`config.mk`:
```
export PLATFORM = sky130hd
export DESIGN_NAME = xram_arbiter_flat
export DESIGN_NICKNAME = d
export VERILOG_FILES = /design/src/rtl/xram_pkg.sv /design/src/rtl/xram_arbiter_if.sv /design/src/rtl/xram_rr_grant.sv /design/src/rtl/xram_arbiter.sv /design/src/flat_wrapper.sv
export SDC_FILE = /design/constraint.sdc
export NUM_CORES = 1
export LEC_CHECK = 0
export BUFFER_PORTS_ARGS = -buffer_cell sky130_fd_sc_hd__buf_4
export CAP_MARGIN = 20
export CORE_ASPECT_RATIO = 0.9
export CORE_MARGIN = 2
export CORE_UTILIZATION = 49
export CTS_CLUSTER_SIZE = 8
export DETAILED_ROUTE_END_ITERATION = 12
export PLACE_DENSITY = 0.82
export SYNTH_ARGS = -nofsm -noshare
export SYNTH_HDL_FRONTEND = slang
export SYNTH_SLANG_ARGS = --single-unit
```
`constraint.sdc`:
```
create_clock -name clk -period 4 [get_ports clk]
set_input_delay 0.4 -clock clk [delete_from_list [all_inputs] [get_ports clk]]
set_output_delay 0.4 -clock clk [all_outputs]
set_load 0.05 [all_outputs]
```
`src/rtl/xram_pkg.sv`:
```
// Shared types and constants for the external SRAM arbiter: FSM state encoding,
// byte-lane select values, strobe counter width and the read-lane mux helper.
package xram_pkg;

   localparam int STROBE_CNT_W = 4;

   typedef enum logic [1:0] {
      IDLE    = 2'd0,
      SETUP   = 2'd1,
      STROBE  = 2'd2,
      RECOVER = 2'd3
   } xram_state_e;

   // Byte address bit 0 picks the SRAM lane.
   localparam logic LANE_LO = 1'b0;
   localparam logic LANE_HI = 1'b1;

   function automatic logic [7:0] lane_byte(input logic [15:0] word, input logic lane);
      return (lane == LANE_HI) ? word[15:8] : word[7:0];
   endfunction

endpackage

```
`src/rtl/xram_arbiter_if.sv`:
```
// Bus bundle between the two requesters, the arbiter and the external SRAM.
// slave = arbiter side, master = requesters plus the SRAM data return path.
interface xram_arbiter_if;

   logic        p0_req;
   logic        p0_we;
   logic [16:0] p0_addr;
   logic [7:0]  p0_wdata;
   logic [7:0]  p0_rdata;
   logic        p0_ack;

   logic        p1_req;
   logic        p1_we;
   logic [16:0] p1_addr;
   logic [7:0]  p1_wdata;
   logic [7:0]  p1_rdata;
   logic        p1_ack;

   logic [15:0] xa;
   logic [7:0]  xdo;
   logic [15:0] xdi;
   logic        xoe;
   logic        xwe;
   logic        xble;
   logic        xbhe;

   modport slave (
      input  p0_req, p0_we, p0_addr, p0_wdata,
      output p0_rdata, p0_ack,
      input  p1_req, p1_we, p1_addr, p1_wdata,
      output p1_rdata, p1_ack,
      output xa, xdo, xoe, xwe, xble, xbhe,
      input  xdi
   );

   modport master (
      output p0_req, p0_we, p0_addr, p0_wdata,
      input  p0_rdata, p0_ack,
      output p1_req, p1_we, p1_addr, p1_wdata,
      input  p1_rdata, p1_ack,
      input  xa, xdo, xoe, xwe, xble, xbhe,
      output xdi
   );

endinterface

```
`src/rtl/xram_rr_grant.sv`:
```
// Winner select for the two SRAM requesters. Build with XRAM_ARB_RR_EN defined
// for round-robin on ties; otherwise port 0 has fixed priority.
module xram_rr_grant (
   input  logic clk,
   input  logic reset,
   input  logic i_req0,
   input  logic i_req1,
   input  logic i_take,
   output logic o_any,
   output logic o_gnt
);

   assign o_any = i_req0 | i_req1;

`ifdef XRAM_ARB_RR_EN
   logic r_last;
   logic w_gnt;

   // On a tie the port not served last wins; reset value 1 hands port 0 the first tie.
   assign w_gnt = (i_req0 && i_req1) ? ~r_last : i_req1;
   assign o_gnt = w_gnt;

   always_ff @(posedge clk) begin
      if (reset) begin
         r_last <= 1'b1;
      end else if (i_take) begin
         r_last <= w_gnt;
      end
   end
`else
   logic w_unused;

   assign o_gnt    = ~i_req0 & i_req1;
   assign w_unused = &{1'b0, clk, reset, i_take};
`endif

endmodule

```
`src/rtl/xram_arbiter.sv`:
```
// Two-port arbiter and OE/WE/BLE/BHE strobe sequencer for the 64Kx16 async SRAM.
// Arbitration mode is chosen inside xram_rr_grant (macro XRAM_ARB_RR_EN).
module xram_arbiter
   import xram_pkg::*;
#(
   parameter int unsigned STROBE_CYC = 2
) (
   input  logic           clk,
   input  logic           reset,
   xram_arbiter_if.slave  bus
);

   localparam logic [STROBE_CNT_W-1:0] STROBE_LOAD = STROBE_CNT_W'(STROBE_CYC - 1);

   xram_state_e             r_state;
   logic [STROBE_CNT_W-1:0] r_cnt;
   logic                    r_gnt;
   logic                    r_we;
   logic                    r_lane;
   logic [15:0]             r_xa;
   logic [7:0]              r_xdo;
   logic                    r_xoe;
   logic                    r_xwe;
   logic                    r_xble;
   logic                    r_xbhe;
   logic                    r_ack0;
   logic                    r_ack1;
   logic [7:0]              r_rdata0;
   logic [7:0]              r_rdata1;

   logic                    w_any;
   logic                    w_gnt;
   logic                    w_take;
   logic                    w_we;
   logic [16:0]             w_addr;
   logic [7:0]              w_wdata;
   logic [7:0]              w_rbyte;

   assign w_take = (r_state == IDLE) && w_any;

   xram_rr_grant u_grant (
      .clk    (clk),
      .reset  (reset),
      .i_req0 (bus.p0_req),
      .i_req1 (bus.p1_req),
      .i_take (w_take),
      .o_any  (w_any),
      .o_gnt  (w_gnt)
   );

   assign w_we    = w_gnt ? bus.p1_we    : bus.p0_we;
   assign w_addr  = w_gnt ? bus.p1_addr  : bus.p0_addr;
   assign w_wdata = w_gnt ? bus.p1_wdata : bus.p0_wdata;
   assign w_rbyte = lane_byte(bus.xdi, r_lane);

   always_ff @(posedge clk) begin
      if (reset) begin
         r_state  <= IDLE;
         r_cnt    <= '0;
         r_gnt    <= 1'b0;
         r_we     <= 1'b0;
         r_lane   <= LANE_LO;
         r_xa     <= '0;
         r_xdo    <= '0;
         r_xoe    <= 1'b1;
         r_xwe    <= 1'b1;
         r_xble   <= 1'b1;
         r_xbhe   <= 1'b1;
         r_ack0   <= 1'b0;
         r_ack1   <= 1'b0;
         r_rdata0 <= '0;
         r_rdata1 <= '0;
      end else begin
         // NOTE: acks default low every cycle so a single set in STROBE yields a one-cycle pulse.
         r_ack0 <= 1'b0;
         r_ack1 <= 1'b0;
         case (r_state)
            IDLE: begin
               if (w_any) begin
                  r_gnt   <= w_gnt;
                  r_we    <= w_we;
                  r_lane  <= w_addr[0];
                  r_xa    <= w_addr[16:1];
                  r_xdo   <= w_wdata;
                  r_xble  <= w_addr[0];
                  r_xbhe  <= ~w_addr[0];
                  r_state <= SETUP;
               end
            end
            SETUP: begin
               r_xwe   <= ~r_we;
               r_xoe   <= r_we;
               r_cnt   <= STROBE_LOAD;
               r_state <= STROBE;
            end
            STROBE: begin
               if (r_cnt == '0) begin
                  r_xoe   <= 1'b1;
                  r_xwe   <= 1'b1;
                  r_state <= RECOVER;
                  if (r_gnt) r_ack1 <= 1'b1;
                  else       r_ack0 <= 1'b1;
                  // xdi is still driven at this edge because xoe releases on it.
                  if (!r_we) begin
                     if (r_gnt) r_rdata1 <= w_rbyte;
                     else       r_rdata0 <= w_rbyte;
                  end
               end else begin
                  r_cnt <= r_cnt - 1'b1;
               end
            end
            RECOVER: begin
               r_xble  <= 1'b1;
               r_xbhe  <= 1'b1;
               r_state <= IDLE;
            end
            default: r_state <= IDLE;
         endcase
      end
   end

   assign bus.xa       = r_xa;
   assign bus.xdo      = r_xdo;
   assign bus.xoe      = r_xoe;
   assign bus.xwe      = r_xwe;
   assign bus.xble     = r_xble;
   assign bus.xbhe     = r_xbhe;
   assign bus.p0_ack   = r_ack0;
   assign bus.p1_ack   = r_ack1;
   assign bus.p0_rdata = r_rdata0;
   assign bus.p1_rdata = r_rdata1;

endmodule

```
`src/flat_wrapper.sv`:
```
// flat-port wrapper written by rule: the top's interface ports become plain ports
module xram_arbiter_flat import xram_pkg::*;
#(
   parameter int unsigned STROBE_CYC = 2
)
  (clk, reset, bus_p0_req, bus_p0_we, bus_p0_addr, bus_p0_wdata, bus_p0_rdata, bus_p0_ack, bus_p1_req, bus_p1_we, bus_p1_addr, bus_p1_wdata, bus_p1_rdata, bus_p1_ack, bus_xa, bus_xdo, bus_xoe, bus_xwe, bus_xble, bus_xbhe, bus_xdi);
  xram_arbiter_if bus_i ();
  input  logic clk;
  input  logic reset;
  input wire logic [$bits(bus_i.p0_req)-1:0] bus_p0_req;
  input wire logic [$bits(bus_i.p0_we)-1:0] bus_p0_we;
  input wire logic [$bits(bus_i.p0_addr)-1:0] bus_p0_addr;
  input wire logic [$bits(bus_i.p0_wdata)-1:0] bus_p0_wdata;
  output wire logic [$bits(bus_i.p0_rdata)-1:0] bus_p0_rdata;
  output wire logic [$bits(bus_i.p0_ack)-1:0] bus_p0_ack;
  input wire logic [$bits(bus_i.p1_req)-1:0] bus_p1_req;
  input wire logic [$bits(bus_i.p1_we)-1:0] bus_p1_we;
  input wire logic [$bits(bus_i.p1_addr)-1:0] bus_p1_addr;
  input wire logic [$bits(bus_i.p1_wdata)-1:0] bus_p1_wdata;
  output wire logic [$bits(bus_i.p1_rdata)-1:0] bus_p1_rdata;
  output wire logic [$bits(bus_i.p1_ack)-1:0] bus_p1_ack;
  output wire logic [$bits(bus_i.xa)-1:0] bus_xa;
  output wire logic [$bits(bus_i.xdo)-1:0] bus_xdo;
  output wire logic [$bits(bus_i.xoe)-1:0] bus_xoe;
  output wire logic [$bits(bus_i.xwe)-1:0] bus_xwe;
  output wire logic [$bits(bus_i.xble)-1:0] bus_xble;
  output wire logic [$bits(bus_i.xbhe)-1:0] bus_xbhe;
  input wire logic [$bits(bus_i.xdi)-1:0] bus_xdi;
  assign bus_i.p0_req = bus_p0_req;
  assign bus_i.p0_we = bus_p0_we;
  assign bus_i.p0_addr = bus_p0_addr;
  assign bus_i.p0_wdata = bus_p0_wdata;
  assign bus_p0_rdata = bus_i.p0_rdata;
  assign bus_p0_ack = bus_i.p0_ack;
  assign bus_i.p1_req = bus_p1_req;
  assign bus_i.p1_we = bus_p1_we;
  assign bus_i.p1_addr = bus_p1_addr;
  assign bus_i.p1_wdata = bus_p1_wdata;
  assign bus_p1_rdata = bus_i.p1_rdata;
  assign bus_p1_ack = bus_i.p1_ack;
  assign bus_xa = bus_i.xa;
  assign bus_xdo = bus_i.xdo;
  assign bus_xoe = bus_i.xoe;
  assign bus_xwe = bus_i.xwe;
  assign bus_xble = bus_i.xble;
  assign bus_xbhe = bus_i.xbhe;
  assign bus_i.xdi = bus_xdi;
  xram_arbiter #(.STROBE_CYC(STROBE_CYC)) u_core (.clk(clk), .reset(reset), .bus(bus_i));
endmodule
```
==> out/metrics.yaml, run 1 <==
outcome:
  status: "finished, final reports clean"
detailed_routing:
  wl_per_cell_um: 13.1
  routed_via_density: 5.02
  drc: 0
  initialDrtViolationCount: 89
  finalWirelength_um: 5530
  first_pass_iters: 5
  ant_nets: 0
  num_vias: 2115
placement:
  dp.cells: 413
  dpl_cell_area_mm2: 0.00332
  hpwl_um: 4130
  place.gp.congestion: 0.742
  io_buffers: 117
worst_setup_path:
  end_kind: "flop"
  critical-path-max-stage-delay_ns: 0.59
  critPathSlowestCell: "nor3b_4"
  critical_path_peak_fanout: 16
  r2r-end: "u_core.bus.p1_rdata[6]$_SDFFE_PP0P_"
  rr_startpoint: "u_core.r_state[0]$_SDFFE_PP0P_"
  critPathCapture: "u_core.bus.p1_rdata[6]$_SDFFE_PP0P_"
  r2r_slack_ns: 2.04
  critPathKind: "flop to flop"
  startpoint: "u_core.r_state[0]$_SDFFE_PP0P_"
  cp_num_cells: 6
  worst-path-buf-inv: 1
  required_ns: 4.23
  path_cells: "inv_1, ha_1, nand4bb_4, nor3b_4, nor2_1, a211oi_2"
  crit_family: "simple AND/OR/NAND/NOR gates"
  start_kind: "flop"
  critical_path_arrival_ns: 2.20
  reg2reg_depth: 6
job:
  maxCapViolCount: 0
timing:
  final_max_slew_viol_count: 0
  hold_viol: 0
  rsz0062_at_grt: "false"
  worst_hold_slack_ns: 0.324
  tightest_slew_ns: 0.884
  post-route-min-period_ns: 1.96
  tns_ns: 0
  relSlewSlack_pct: 41.0
  fin_skew_ns: 0.00862
  fmax_mhz: 509
  setup-violations-final: 0
  fin_crit_sh_pct: 49.1
die:
  die_h_um: 71.0
  die_w_um: 78.5
  rows: 24
  die_area_mm2: 0.00557
  start_util_pct: 50.6
  core_area_mm2: 0.00483
  ios: 118
synth:
  netlist_instances: 248
  synthMuxAreaShare_pct: 15.2
  syn_nets: 327
  synthAdderAreaFrac_pct: 3.58
  syn_avg_cell_area_um2: 9.86
  synth_simple_gate_area_share_pct: 15.1
  yosysSeqAreaShare_pct: 45.0
  synth_top_family_by_area: "compound AO/OA/AOI/OAI gates"
  syn_area_mm2: 0.00244
  ys_ff_latch: 55
  synth-compound-area-share_pct: 15.9
  ys_warn_count: 0
  synth_xor_area_share_pct: 0.716
  ys_types: 30
global_route:
  antenna_found_initial: 0
  gr-total-overflow: 0
  grt_first_pass_wirelength_um: 8920
  grt_usage_pct: 20.1
  grt_max_degree: 54
  first_global_vias: 1965
clock_tree:
  path_clk_slew_ns: 0.10
  post_cts_resized: 0
  clk_latency_ns: 0.31
  ctsHtreeMaxLevel: 2
  cts_hold_buf: 0
  clock_path_buffers: 2
  cts-root-buf: "clkbuf_8"
  cts_tree: "built"
  numClockSinks: 55
  post_cts_buffers: 0
  numCtsBuffers: 5
cells_and_area:
  final_nets: 434
  drive_gt1_share_pct: 37.1
  final_common_cell: "buf_4"
  diodes: 0
  layout.cells.non_filler: 421
  area_growth_pct: 40.1
  final_cell_mix: "buf_4 (118), dfxtp_1 (55), nor2_1 (51)"
  finish.instance_area_mm2: 0.00342
  nFillCells: 390
pwr:
  peakVddDrop_mv: 0.361
  powerDensity_mw_per_mm2: 697
  p_total_uw: 2390
  leakagePower_uw: 0.00149
min_path:
  hold_class: "input pin to flop"
==> sequential cells by signal, indices dropped and copies added (netlist names) <==
name / flops
u_core.bus.xa: 16
u_core.bus.p0_rdata: 8
u_core.bus.p1_rdata: 8
u_core.bus.xdo: 8
u_core.r_cnt: 4
u_core.r_state: 2
u_core.bus.p0_ack: 1
u_core.bus.p1_ack: 1
u_core.bus.xbhe: 1
u_core.bus.xble: 1
u_core.bus.xoe: 1
u_core.bus.xwe: 1
u_core.r_gnt: 1
u_core.r_lane: 1
u_core.r_we: 1
==> cell families (layout without fill, tap and decap cells) <==
logic type               count (synthesis)  in the layout
AND/OR/NAND/NOR                         74             74
flip-flops                              55             55
AO/OA/AOI/OAI                           51             51
multiplexers                            37             37
buffers and inverters                   22            130
adder cells (fa/ha/maj)                  7              7
XOR/XNOR                                 2              2
==> routing by layer <==
| metal | routed length [µm] | up-vias | GRT usage, % | part of all wire (%) |
|---|---|---|---|---|
| li1 | - | 1102 | - | - |
| met1 | 2330 | 935 | 24.1 | 42 |
| met2 | 2670 | 72 | 34.0 | 48 |
| met3 | 481 | 6 | 8.16 | 8.7 |
| met4 | 48 | 0 | 4.68 | 0.87 |
| met5 | 0 | - | 0 | 0 |
==> worst min-delay path by stage <==
stage / from / end / cells past startpoint
after floorplan: u_core.r_cnt[0]$_SDFFE_PP0P_ / u_core.r_cnt[0]$_SDFFE_PP0P_ / 1
after global placement: u_core.r_cnt[0]$_SDFFE_PP0P_ / u_core.r_cnt[0]$_SDFFE_PP0P_ / 1
after detailed placement: u_core.r_cnt[0]$_SDFFE_PP0P_ / u_core.r_cnt[0]$_SDFFE_PP0P_ / 1
after CTS: bus_p0_req / u_core.r_gnt$_SDFFE_PP0P_ / 2
after global routing: bus_p0_req / u_core.r_gnt$_SDFFE_PP0P_ / 2
final: bus_p0_req / u_core.r_gnt$_SDFFE_PP0P_ / 2
==> where the power goes <==
| group | switching [µW] | total, µW | internal (µW) |
|---|---|---|---|
| Sequential | 112 | 815 | 703 |
| Clock | 170 | 328 | 158 |
| Combinational | 816 | 1240 | 427 |
| Total | 1100 | 2390 | 1290 |
==> layout make-up <==
cell class                      instances  area [µm²]  share of cell area [%]
Multi-Input combinational cell        171        1240                    36.2
Sequential cell                        55        1100                    32.2
Timing Repair Buffer                  118         886                    25.9
Clock buffer                            8         100                    2.92
Tap cell                               65        81.3                    2.37
Inverter                                4        15.0                   0.438
==> synth_stat cells <==
library cell	n	area share, %
a21oi_1	2	0.41
o21a_1	1	0.31
o32ai_1	1	0.36
dfxtp_1	55	45
nand4bb_4	1	1.1
nor3b_4	1	0.77
buf_6	2	0.92
mux2_1	1	0.46
nor3_4	1	0.67
ha_1	7	3.6
nor3_1	4	0.82
or3b_4	1	0.46
buf_4	3	0.92
nor2b_1	2	0.51
and2_1	1	0.26
xor2_1	2	0.72
nand2b_1	4	1.0
o2bb2ai_1	1	0.36
o211ai_1	1	0.31
nor2_1	51	7.8
nor3b_1	2	0.61
inv_1	4	0.61
o21ai_0	1	0.20
mux2i_1	36	15
clkbuf_1	12	1.8
nand2_1	4	0.61
a211oi_1	42	13
a211oi_2	2	1.0
buf_2	1	0.20
nand3_1	2	0.41
==> worst reg2reg max path, cell delays in order (launching register included) <==
cell       delay (ns)
dfxtp_1          0.35
inv_1            0.13
ha_1             0.31
nand4bb_4        0.20
nor3b_4          0.59
nor2_1           0.11
a211oi_2         0.21
==> per-stage QoR <==
step | setup slack (ns) | utilization, %
after floorplan | 2.35 | -
after global routing | 1.79 | 70.8
after global placement | 2.08 | 68.8
final | 2.04 | 70.8
after CTS | 2.00 | 70.8
after detailed placement | 2.01 | 68.8
Power figures use the tool's default switching activity.
==> inputs of run 2 (changes only) <==
--- a/config.mk
+++ b/config.mk
@@ -5,14 +5,15 @@
 export SDC_FILE = /design/constraint.sdc
 export NUM_CORES = 1
 export LEC_CHECK = 0
+export ABC_AREA = 1
 export BUFFER_PORTS_ARGS = -buffer_cell sky130_fd_sc_hd__buf_4
 export CAP_MARGIN = 20
 export CORE_ASPECT_RATIO = 0.9
 export CORE_MARGIN = 2
-export CORE_UTILIZATION = 49
+export CORE_UTILIZATION = 41
 export CTS_CLUSTER_SIZE = 8
 export DETAILED_ROUTE_END_ITERATION = 12
-export PLACE_DENSITY = 0.82
+export PLACE_DENSITY = 0.73
 export SYNTH_ARGS = -nofsm -noshare
 export SYNTH_HDL_FRONTEND = slang
 export SYNTH_SLANG_ARGS = --single-unit
==> constraint.sdc (replaced) <==
create_clock -name clk -period 1.7 [get_ports clk]
set_input_delay 0.17 -clock clk [delete_from_list [all_inputs] [get_ports clk]]
set_output_delay 0.17 -clock clk [all_outputs]
set_load 0.05 [all_outputs]
==> out/metrics.yaml, run 2 <==
global_route:
  grt_max_degree: 41
  gr-total-overflow: 0
  first_global_vias: 2462
  grt_usage_pct: 20.0
  grt_first_pass_wirelength_um: 11000
  antenna_found_initial: 0
synth:
  synth_edf_count: 0
  synth_top_area_share_pct: 45.2
  yosysSeqAreaShare_pct: 45.2
  ys_types: 25
  syn_nets: 408
  synth_ff_type: "dfxtp_1"
  synthTopCellsByArea: "dfxtp_1 (45%), nand2_1 (12%), a21oi_1 (11%), nor2_1 (6.6%), o21ai_0 (4.5%)"
  syn_avg_cell_area_um2: 7.40
  ys_warn_count: 0
  netlist_instances: 329
  yosys.area.top_type: "dfxtp_1"
  syn_area_mm2: 0.00243
  netlist_top_cells_count: "nand2_1 (78), a21oi_1 (55), dfxtp_1 (55)"
  async_flop_share_pct: 0
  synth_most_common_cell: "nand2_1"
  ys_ff_latch: 55
worst_setup_path:
  r2r_slack_ns: 0.15
  critPathKind: "flop to flop"
  critical_path_peak_fanout: 26
  r2r-end: "u_core.bus.xa[6]$_SDFFE_PP0P_"
  rr_startpoint: "u_core.r_state[0]$_SDFFE_PP0P_"
  end_kind: "flop"
  required_ns: 1.94
  critical_path_arrival_ns: 1.79
  start_kind: "flop"
  reg2reg_depth: 6
die:
  start_util_pct: 42.8
  core_area_mm2: 0.00569
  ios: 118
  die_w_um: 85.2
  rows: 26
  die_h_um: 77.1
  die_area_mm2: 0.00657
timing:
  fin_crit_sh_pct: 91.2
  final_max_slew_viol_count: 0
  tns_ns: 0
  tightest_slew_ns: 0.527
  fmax_mhz: 645
  relSlewSlack_pct: 64.8
  hold_viol: 0
  post-route-min-period_ns: 1.55
  setup-violations-final: 0
  fin_skew_ns: 0.00881
  rsz0062_at_grt: "false"
detailed_routing:
  finalWirelength_um: 6710
  ant_nets: 0
  wl_per_cell_um: 13.0
  drc: 0
  routed_via_density: 5.02
  first_pass_iters: 4
  num_vias: 2578
  initialDrtViolationCount: 77
cells_and_area:
  largest_reg_flops: 16
  final_core_util_pct: 61.5
  final_cell_mix: "buf_4 (122), nand2_1 (78), a21oi_1 (55), dfxtp_1 (55), nor2_1 (43)"
  final_nets: 522
  area_growth_pct: 43.7
  diodes: 0
  drive_gt1_share_pct: 32.0
  final_common_cell: "buf_4"
pwr:
  peakVddDrop_mv: 1.01
  powerDensity_mw_per_mm2: 1660
  leakagePower_uw: 0.00164
clock_tree:
  clock_path_buffers: 2
  clk_latency_ns: 0.31
  path_clk_slew_ns: 0.10
  numCtsBuffers: 5
  ctsHtreeMaxLevel: 2
  cts-root-buf: "clkbuf_8"
  cts_hold_buf: 0
  post_cts_resized: 0
  post_cts_buffers: 0
  numClockSinks: 55
  cts_tree: "built"
placement:
  place.gp.congestion: 0.748
  hpwl_um: 4990
  io_buffers: 117
min_path:
  hold_class: "input pin to flop"
  min_from: "reset"
  hold_depth: 2
  holdPathEnd: "u_core.r_cnt[1]$_SDFFE_PP0P_"
outcome:
  status: "finished, final reports clean"
job:
  maxCapViolCount: 0
-- run 2: cell count changes after synthesis, moves of 8 or more --
cell and delta:
mux2i_1 -28, nand2_1 +74, o21ai_1 +9, a21oi_1 +53, a211oi_1 -42, clkbuf_1 -8, buf_2 +8, inv_1 +9
nor2_1 -8, o21ai_0 +21
-- run 2: critical path, cell delays in order, from the launching register on --
cell,delay [ns]
dfxtp_1,0.34
inv_1,0.12
ha_1,0.25
o21ai_2,0.11
inv_2,0.36
o21ai_0,0.15
a21oi_1,0.14
-- run 2: power by group --
group,total [µW],leakage [µW],switching [µW],internal [µW]
Combinational,3040,0.00113,2060,980
Sequential,1910,0.000452,247,1660
Clock,879,0.0000581,439,440
Total,5820,0.00164,2740,3080
-- run 2: through the flow --
step | hold WS [ns] | cell area [µm²] | instances | setup slack [ns] | power (µW)
2_1_floorplan | 0.239 | 2430 | 329 | 0.290 | 4060
3_3_place_gp | 0.396 | 3390 | 506 | 0.242 | 4920
3_5_place_dp | 0.403 | 3390 | 506 | 0.166 | 4980
4_1_cts | 0.0708 | 3500 | 514 | 0.140 | 5860
5_1_grt | 0.0861 | 3500 | 514 | 0.0113 | 6190
6_report | 0.0800 | 3500 | 514 | 0.149 | 5820
-- run 2: kinds of logic after synthesis --
group	synth area share, %
buf+inv	6.06
simple gates	23.8
compound gates	18.0
flops	45.2
fa+ha+maj	3.60
mux	3.29
-- run 2: cell type report --
class	instances	area (µm²)
Tap cell	70	87.6
Fill cell	515	2190
Clock buffer	5	68.8
Sequential cell	55	1100
Clock inverter	3	43.8
Timing Repair Buffer	124	956
Multi-Input combinational cell	242	1190
Inverter	15	56.3
-- run 2: worst max path at each step --
stage,start,end,slack (ns),cells past startpoint
2_1_floorplan,u_core.r_state[0]$_SDFFE_PP0P_,u_core.bus.p1_rdata[5]$_SDFFE_PP0P_,0.29,8
3_3_place_gp,u_core.r_state[0]$_SDFFE_PP0P_,u_core.bus.xa[1]$_SDFFE_PP0P_,0.24,6
3_5_place_dp,u_core.r_state[0]$_SDFFE_PP0P_,u_core.bus.p0_rdata[3]$_SDFFE_PP0P_,0.17,7
4_1_cts,u_core.r_state[0]$_SDFFE_PP0P_,u_core.r_we$_SDFFE_PP0P_,0.14,6
5_1_grt,u_core.r_state[0]$_SDFFE_PP0P_,u_core.bus.xdo[3]$_SDFFE_PP0P_,0.01,6
6_report,u_core.r_state[0]$_SDFFE_PP0P_,u_core.bus.xa[6]$_SDFFE_PP0P_,0.15,6
-- run 2: layer usage --
| metal | global-route usage [%] | wire length (µm) | vias to the layer above |
|---|---|---|---|
| met2 | 34.3 | 3180 | 91 |
| met1 | 24.3 | 2880 | 1179 |
| met4 | 4.13 | 38 | 0 |
| li1 | - | - | 1303 |
| met5 | 0 | 0 | - |
| met3 | 6.67 | 611 | 5 |
==> inputs of run 3 (changes only) <==
--- a/config.mk
+++ b/config.mk
@@ -5,15 +5,15 @@
 export SDC_FILE = /design/constraint.sdc
 export NUM_CORES = 1
 export LEC_CHECK = 0
-export ABC_AREA = 1
 export BUFFER_PORTS_ARGS = -buffer_cell sky130_fd_sc_hd__buf_4
 export CAP_MARGIN = 20
 export CORE_ASPECT_RATIO = 0.9
 export CORE_MARGIN = 2
-export CORE_UTILIZATION = 41
+export CORE_UTILIZATION = 42
 export CTS_CLUSTER_SIZE = 8
 export DETAILED_ROUTE_END_ITERATION = 12
-export PLACE_DENSITY = 0.73
+export PLACE_DENSITY = 0.74
 export SYNTH_ARGS = -nofsm -noshare
 export SYNTH_HDL_FRONTEND = slang
+export SYNTH_HIERARCHICAL = 1
 export SYNTH_SLANG_ARGS = --single-unit
==> out/metrics.yaml, run 3 <==
outcome:
  status: "finished, final reports clean"
cells_and_area:
  final_cell_mix: "buf_4 (121), dfxtp_1 (55), mux2i_1 (52)"
  diodes: 0
  final_common_cell: "buf_4"
  area_growth_pct: 41.9
  largest_reg_flops: 16
  final_nets: 447
  drive_gt1_share_pct: 39.5
pwr:
  seqPwrFrac_pct: 34.3
  p_comb_share_pct: 53.2
  leakagePower_uw: 0.00169
  peakVddDrop_mv: 0.702
  internal-power_uw: 2990
  switchingPower_uw: 2400
  power.share.clock_pct: 12.6
  sw_frac_of_total_pct: 44.5
  powerDensity_mw_per_mm2: 1500
die:
  die_h_um: 77.8
  rows: 26
  die_area_mm2: 0.00668
  ios: 118
  start_util_pct: 44.1
  core_area_mm2: 0.00576
  die_w_um: 86.0
global_route:
  grt_usage_pct: 17.8
  antenna_found_initial: 0
  grt_first_pass_wirelength_um: 9730
  grt_max_degree: 64
  gr-total-overflow: 0
  first_global_vias: 2161
worst_setup_path:
  critical_path_arrival_ns: 1.86
  required_ns: 1.93
  rr_startpoint: "u_core/r_state[0]$_SDFFE_PP0P_"
  startpoint: "u_core/r_state[0]$_SDFFE_PP0P_"
  reg2reg_depth: 5
  start_kind: "flop"
  end_kind: "flop"
  critPathKind: "flop to flop"
  critical_path_peak_fanout: 5
synth:
  netlist_instances: 258
  yosysSeqAreaShare_pct: 43.4
  syn_nets: 336
  async_flop_share_pct: 0
  ys_ff_latch: 55
  synth_most_common_cell: "dfxtp_1"
  synthTopCellsByArea: "dfxtp_1 (43%), mux2i_1 (21%), a211oi_1 (8.0%), nand2b_1 (4.7%), nor2_1 (4.6%)"
  synth_edf_count: 0
  ys_types: 35
  synth_ff_type: "dfxtp_1"
  syn_area_mm2: 0.00254
  syn_avg_cell_area_um2: 9.84
  netlist_top_cells_count: "dfxtp_1 (55), mux2i_1 (52), nor2_1 (31)"
  synth_top_area_share_pct: 43.4
  yosys.area.top_type: "dfxtp_1"
  ys_warn_count: 6
timing:
  relSlewSlack_pct: 62.9
  rsz0062_at_grt: "false"
  setup_ws_ns: 0.0655
  tightest_slew_ns: 0.556
  hold_viol: 0
  tns_ns: 0
  fin_crit_sh_pct: 96.1
  post-route-min-period_ns: 1.63
  final_max_slew_viol_count: 0
  setup-violations-final: 0
  fin_skew_ns: 0.00396
  fmax_mhz: 612
clock_tree:
  ctsHtreeMaxLevel: 2
  numCtsBuffers: 5
  clk_latency_ns: 0.30
  cts_tree: "built"
  clock_path_buffers: 2
  cts-root-buf: "clkbuf_8"
  cts_hold_buf: 0
  post_cts_buffers: 0
  path_clk_slew_ns: 0.09
  numClockSinks: 55
placement:
  io_buffers: 117
  dpl_worst_slack_ns: 0.0425
  hpwl_um: 4340
  place.gp.congestion: 0.769
detailed_routing:
  drc: 0
  wl_per_cell_um: 13.0
  ant_nets: 0
  routed_via_density: 4.95
  first_pass_iters: 4
  initialDrtViolationCount: 81
  num_vias: 2176
  finalWirelength_um: 5710
min_path:
  min_from: "bus_p0_wdata[1]"
  hold_depth: 3
  hold_class: "input pin to flop"
job:
  maxCapViolCount: 0
-- run 3: repair_timing --
| item | 4_1_cts | 5_1_grt |
|---|---|---|
| setup endpoints to repair | 0 | 10 |
| resized for setup | 0 | 4 |
| hold endpoints to repair | 0 | 0 |
-- run 3: power by group through the flow --
stage	Sequential [µW]	Combinational [µW]	Clock (µW)
final	1850	2860	677
after global routing	1900	3090	757
after CTS	1850	2850	710
after detailed placement	1870	2840	0
after global placement	1860	2820	0
after floorplan	2730	1130	0
-- run 3: logic make-up after synthesis --
logic type                 after synthesis  synth area share, %
AOI/OAI and AO/OA                       38                 10.8
muxes                                   53                 20.9
and+or+nand+nor                         81                 17.4
buffers and inverters                   25                 4.43
DFF                                     55                 43.4
adders and majority gates                6                 2.96
-- run 3: final cells by class --
type	count	area, µm²
repair buffers	124	968
flip-flops and latches	55	1100
clock inverters	1	5.00
well taps	70	87.6
clock buffers	7	76.3
inverters	5	18.8
multi-input cells	178	1350
fillers	498	2150
-- run 3: worst paths after layout --
check	to	slack, ns
setup reg to reg	u_core/r_cnt[3]$_SDFFE_PP0P_	0.07
hold reg to reg	u_core/bus.p0_rdata[0]$_SDFFE_PP0P_	0.48
setup / recovery	u_core/r_cnt[3]$_SDFFE_PP0P_	0.07
hold / removal	u_core/bus.xdo[1]$_SDFFE_PP0P_	0.21
-- run 3: through the flow --
step                hold WS (ns)  total power, µW  std cells  area (µm²)  utilization (%)
CTS                        0.201             5410        440        3590             62.3
detailed placement         0.468             4710        432        3510             60.9
floorplan                  0.364             3860        258        2540                -
global route               0.209             5750        440        3600             62.6
global placement           0.461             4670        432        3510             60.9
finish                     0.211             5390        440        3600             62.6
-- run 3: metal layers --
layer | vias to the layer above | global-route usage (%) | wire (µm)
li1 | 1131 | - | -
met1 | 988 | 21.3 | 2410
met2 | 51 | 31.8 | 2990
met3 | 6 | 3.83 | 233
met4 | 0 | 5.24 | 69
met5 | - | 0 | 0
-- run 3: worst max-delay path, stage by stage, from the launching register on --
cell and delay, ns:
dfxtp_1 0.36, inv_1 0.09, ha_2 0.21, or4b_1 0.46, or3_1 0.33, a21oi_1 0.12
